File: config.mk
export PLATFORM = sky130hd
export DESIGN_NAME = alu_cmd_sequencer
export DESIGN_NICKNAME = d
export VERILOG_FILES = /design/src/rtl/alu_pkg.sv /design/src/rtl/alu_seq_timer.sv /design/src/rtl/alu_cmd_sequencer.sv
export SDC_FILE = /design/constraint.sdc
export NUM_CORES = 1
export LEC_CHECK = 0
export BUFFER_PORTS_ARGS = -buffer_cell sky130_fd_sc_hd__buf_2
export CAP_MARGIN = 20
export CORE_AREA = 3 3 72 74
export DETAILED_ROUTE_END_ITERATION = 10
export DIE_AREA = 0 0 75 77
export PLACE_DENSITY = 0.77
export RECOVER_POWER = 100
export SLEW_MARGIN = 5
export SYNTH_ARGS = -nofsm -noshare
export SYNTH_HDL_FRONTEND = slang
export SYNTH_SLANG_ARGS = --single-unit
File: constraint.sdc
create_clock -name wb_clk_i -period 1.8 [get_ports wb_clk_i]
set_input_delay 0.36 -clock wb_clk_i [delete_from_list [all_inputs] [get_ports wb_clk_i]]
set_output_delay 0.36 -clock wb_clk_i [all_outputs]
set_load 0.01 [all_outputs]
File: src/rtl/alu_pkg.sv
// alu_pkg
//   Shared definitions for the ALU command sequencer and its timer:
//   operation encodings presented on the ALU select lines, the
//   sequencer FSM state encoding and the default datapath width.
//   No ports (package).
package alu_pkg;

  localparam int ALU_WIDTH_DEFAULT = 8;

  // Select encoding understood by the external combinational ALU.
  typedef enum logic [1:0] {
    ALU_OP_ADD = 2'b00,
    ALU_OP_SUB = 2'b01,
    ALU_OP_AND = 2'b10,
    ALU_OP_OR  = 2'b11
  } alu_op_e;

  typedef enum logic [1:0] {
    ST_IDLE  = 2'b00,
    ST_DRIVE = 2'b01,
    ST_RESP  = 2'b10
  } seq_state_e;

endpackage

File: src/rtl/alu_seq_timer.sv
// alu_seq_timer
//   Loadable 4-bit down-counter used to hold the ALU operands for the
//   settle time before the result is captured. Counting stops at zero.
// Ports
//   clk         in   clock, rising edge
//   srst        in   synchronous active-high reset (count -> 0)
//   load        in   load load_value (has priority over dec)
//   load_value  in   4-bit start value
//   dec         in   decrement when non-zero
//   zero        out  count == 0
module alu_seq_timer (
  input  logic       clk,
  input  logic       srst,
  input  logic       load,
  input  logic [3:0] load_value,
  input  logic       dec,
  output logic       zero
);

  logic [3:0] count_reg;

  always_ff @(posedge clk) begin
    if (srst) begin
      count_reg <= 4'd0;
    end else if (load) begin
      count_reg <= load_value;
    end else if (dec && (count_reg != 4'd0)) begin
      count_reg <= count_reg - 4'd1;
    end
  end

  assign zero = (count_reg == 4'd0);

endmodule

File: src/rtl/alu_cmd_sequencer.sv
// alu_cmd_sequencer
//   Initiator for an external combinational 4-op ALU. A command accepted
//   over cmd_valid/cmd_ready is registered onto alu_a/alu_b/alu_sel, held
//   for SETTLE_CYCLES cycles, then the ALU result, carry and a zero flag
//   are captured and returned over rsp_valid/rsp_ready. One operation is
//   in flight at a time; op_count counts completed responses and wraps.
// Optional feature (macro ALU_SEQ_CHAIN_EN)
//   Adds input cmd_chain: when a command is accepted with cmd_chain=1,
//   operand A is the last captured rsp_data instead of cmd_a.
// Ports
//   wb_clk_i, wb_rst_i              clock, synchronous active-high reset
//   cmd_valid/cmd_ready             command handshake
//   cmd_op, cmd_a, cmd_b            operation (00 add,01 sub,10 and,11 or)
//   alu_a, alu_b, alu_sel           registered operands/select to the ALU
//   alu_out, alu_carry              ALU result and carry/borrow
//   rsp_valid/rsp_ready             response handshake
//   rsp_data, rsp_carry, rsp_zero   captured result, carry, result==0
//   op_count                        completed responses (wraps)
module alu_cmd_sequencer
  import alu_pkg::*;
#(
  parameter int WIDTH         = ALU_WIDTH_DEFAULT,
  parameter int SETTLE_CYCLES = 1,   // legal range 1..15
  parameter int CNT_W         = 16
) (
  input  logic             wb_clk_i,
  input  logic             wb_rst_i,
  input  logic             cmd_valid,
  output logic             cmd_ready,
  input  logic [1:0]       cmd_op,
  input  logic [WIDTH-1:0] cmd_a,
  input  logic [WIDTH-1:0] cmd_b,
`ifdef ALU_SEQ_CHAIN_EN
  input  logic             cmd_chain,
`endif
  output logic [WIDTH-1:0] alu_a,
  output logic [WIDTH-1:0] alu_b,
  output logic [1:0]       alu_sel,
  input  logic [WIDTH-1:0] alu_out,
  input  logic             alu_carry,
  output logic             rsp_valid,
  input  logic             rsp_ready,
  output logic [WIDTH-1:0] rsp_data,
  output logic             rsp_carry,
  output logic             rsp_zero,
  output logic [CNT_W-1:0] op_count
);

  localparam logic [3:0] SETTLE_LOAD = 4'(SETTLE_CYCLES - 1);

  seq_state_e       state_reg;
  logic             cmd_ready_reg;
  logic             rsp_valid_reg;
  logic [WIDTH-1:0] alu_a_reg;
  logic [WIDTH-1:0] alu_b_reg;
  alu_op_e          alu_sel_reg;
  logic [WIDTH-1:0] rsp_data_reg;
  logic             rsp_carry_reg;
  logic             rsp_zero_reg;
  logic [CNT_W-1:0] op_count_reg;

  logic             accept;
  logic             timer_zero;
  logic [WIDTH-1:0] operand_a;

  // cmd_ready is a register, so accept never depends combinationally
  // on cmd_valid through cmd_ready.
  assign accept = (state_reg == ST_IDLE) && cmd_ready_reg && cmd_valid;

`ifdef ALU_SEQ_CHAIN_EN
  // rsp_data_reg doubles as the chaining register: it is 0 after reset
  // and updates only at capture.
  assign operand_a = cmd_chain ? rsp_data_reg : cmd_a;
`else
  assign operand_a = cmd_a;
`endif

  alu_seq_timer u_timer (
    .clk        (wb_clk_i),
    .srst       (wb_rst_i),
    .load       (accept),
    .load_value (SETTLE_LOAD),
    .dec        (state_reg == ST_DRIVE),
    .zero       (timer_zero)
  );

  always_ff @(posedge wb_clk_i) begin
    if (wb_rst_i) begin
      state_reg     <= ST_IDLE;
      cmd_ready_reg <= 1'b0;
      rsp_valid_reg <= 1'b0;
      alu_a_reg     <= '0;
      alu_b_reg     <= '0;
      alu_sel_reg   <= ALU_OP_ADD;
      rsp_data_reg  <= '0;
      rsp_carry_reg <= 1'b0;
      rsp_zero_reg  <= 1'b0;
      op_count_reg  <= '0;
    end else begin
      case (state_reg)
        ST_IDLE: begin
          cmd_ready_reg <= 1'b1;
          if (accept) begin
            alu_a_reg     <= operand_a;
            alu_b_reg     <= cmd_b;
            alu_sel_reg   <= alu_op_e'(cmd_op);
            cmd_ready_reg <= 1'b0;
            state_reg     <= ST_DRIVE;
          end
        end
        ST_DRIVE: begin
          if (timer_zero) begin
            rsp_data_reg  <= alu_out;
            rsp_carry_reg <= alu_carry;
            rsp_zero_reg  <= (alu_out == '0);
            rsp_valid_reg <= 1'b1;
            state_reg     <= ST_RESP;
          end
        end
        ST_RESP: begin
          if (rsp_ready) begin
            rsp_valid_reg <= 1'b0;
            op_count_reg  <= op_count_reg + 1'b1;
            cmd_ready_reg <= 1'b1;
            state_reg     <= ST_IDLE;
          end
        end
        default: begin
          state_reg     <= ST_IDLE;
          cmd_ready_reg <= 1'b0;
          rsp_valid_reg <= 1'b0;
        end
      endcase
    end
  end

  assign cmd_ready = cmd_ready_reg;
  assign rsp_valid = rsp_valid_reg;
  assign alu_a     = alu_a_reg;
  assign alu_b     = alu_b_reg;
  assign alu_sel   = alu_sel_reg;
  assign rsp_data  = rsp_data_reg;
  assign rsp_carry = rsp_carry_reg;
  assign rsp_zero  = rsp_zero_reg;
  assign op_count  = op_count_reg;

endmodule

==> reports/results.ini <==
[outcome]
status = completed

[detailed_routing]
post_drt_via_cell_ratio = 5.027
dr.pass1.iters = 4
antenna_left = 0
drcViolationCount = 0
wl_microns = 4640
drt_iter0_markers = 46
wl_per_cell_microns = 12.44
dr_total_vias = 1875

[clock_tree]
postCtsHoldBufs = 0
root_buffer = clkbuf_8
post_cts_resized = 0
htreeDepth = 2
cts.path.max_buffers = 2
numCtsBuffers = 5
clkTransAtPathRegs_ns = 0.09
clock-sinks = 52
post-cts-setup-buffers = 0
cts_tree = yes
clock_latency_ns = 0.30

[hold_path]
hold_path.class = input port to flip-flop
hold_start = cmd_b[4]

[sta]
worst_slew_pin_slew_ns = 0.6273
fin_ws_ns = 0.2111
final_max_slew_viol_count = 0
hold_viol = 0
timing.slew.headroom_pct = 58.18
tns_ns = 0
fin_skew_ns = 0.006332
fmax_ghz = 0.6293
setup_viol = 0
rsz0062_at_grt = false
fin_crit_ns = 1.589
fin_crit_sh_pct = 88.27

[setup_path]
r2r-start = op_count[3]
cp.arrival_ns = 1.83
crit_start = op_count[3]
worstSetupPathType = flip-flop to flip-flop
endpoint_kind = flip-flop
start_kind = flip-flop
crit_path_max_fanout = 6
critPathRequiredTime_ns = 2.04

[yosys]
synth_top_area_cell = dfxtp_1
synth_top_area_share_pct = 49.35
synthTopCellsByArea = dfxtp_1, a21oi_1, nand2_1, nor2_1, mux2i_1
yosysSeqAreaShare_pct = 49.35
yosysWarnings = 0
synth_fp_nets = 275
synth-seq-cells = 52
ys.flop_type = dfxtp_1
postSynthAreaPerCell_sq_um = 8.717
synthCells = 242
async_reset_ff_share_pct = 0
synth_edf_count = 0
synth_cell_types = 40
syn-cell-area_sq_um = 2110

[power]
powerDensity_nw_per_um2 = 856.1
leakage_uw = 0.0009602
power.total_uw = 2192
ir_drop_mv = 0.4242

[layout]
largest_register_ffs = 16
layout-drive-gt1-share_pct = 14.42
nets = 351
final_common_cell = dfxtp_1
final_cell_mix = dfxtp_1, clkbuf_1, nand2_1
antenna_cells = 0
areaGrowthSynthToFinish_pct = 21.35
nFillCells = 462
final_util_pct = 54.93
final_cell_area_sq_um = 2560

[grt]
grt_max_degree = 22
antenna_found_initial = 0
grt_use_total_pct = 17.14
grt_overflow = 0
grt_pass1_vias = 1799
grt_pass1_wl_microns = 7803

[placement]
pre_cts_slack_ns = 0.2349
portBuffers = 76
dpl.hpwl_microns = 3416
post_dp_cell_area_sq_um = 2535
gp_congestion = 0.7577

[run]
drv_cap = 0

[die]
fp.dieW_microns = 75
die_y_microns = 77
io_pins = 77
initial_core_util_pct = 45.26
core_region_area_sq_um = 4661
row_count = 25
dieArea_sq_um = 5775

==> cells by family (layout without fill, tap and decap cells) <==
kind of cell	after synthesis	after routing	synth area share, %
XOR/XNOR	12	12	4.982
buffers and inverters	20	97	4.982
AND/OR/NAND/NOR	107	107	25.15
multiplexers	9	9	4.271
flip-flops	52	52	49.35
adder cells (fa/ha/maj)	2	2	1.186
AO/OA/AOI/OAI	40	40	10.08
==> final cells by class <==
cell class / instances / area (sq um) / share of cell area [%]
clock buffer: 6 / 72.57 / 2.835
clock inverter: 2 / 35.03 / 1.369
inverter: 4 / 15.01 / 0.5865
multi-input combinational: 170 / 950.9 / 37.15
sequential: 52 / 1041 / 40.66
tap: 54 / 67.56 / 2.639
timing repair buffer: 85 / 377.9 / 14.76
==> synth_stat cells, drive strengths merged, types with 2 or more instances <==
library cell / instances
and2: 3
a21oi: 31
xor2: 8
nor3: 2
xnor2: 4
and3: 3
ha: 2
nor4: 2
or3: 5
nand2b: 2
nand3: 9
buf: 12
clkbuf: 4
mux2i: 9
nand4: 5
nor2: 25
dfxtp: 52
nand2: 41
inv: 4
o21ai: 5
==> routing by layer <==
layer	GRT usage [%]	up-vias	share of wire, %
li1	-	969	-
met1	19.80	860	44
met2	29.70	39	51
met3	3.539	7	3.6
met4	7.117	0	1.8
met5	0	-	0
==> worst max-delay path, stage by stage, from the launching register on <==
cell and delay [ns]:
dfxtp_1 0.40, and3_1 0.29, nand3_1 0.19, or4_1 0.50
a21oi_1 0.15
==> per-stage QoR <==
step                      std cells  hold slack, ns
after floorplan                 242          0.4805
after detailed placement        365          0.4430
after global placement          365          0.4373
final                           373          0.2856
after global routing            373          0.2756
after CTS                       373          0.2767
==> where the power goes <==
part           internal [uW]  switching [uW]  total [uW]
clock network            413             370         783
registers               1190            23.4        1210
logic                   82.3             116         198
==> final timing paths <==
check                       to  slack (ns)  cells past startpoint
setup reg to reg  op_count[15]        0.21                      4
hold / removal        alu_b[4]        0.29                      3
setup / recovery  op_count[15]        0.21                      4
hold reg to reg     alu_sel[0]        0.46                      2
Note: power is estimated with default switching activity, not from simulation.
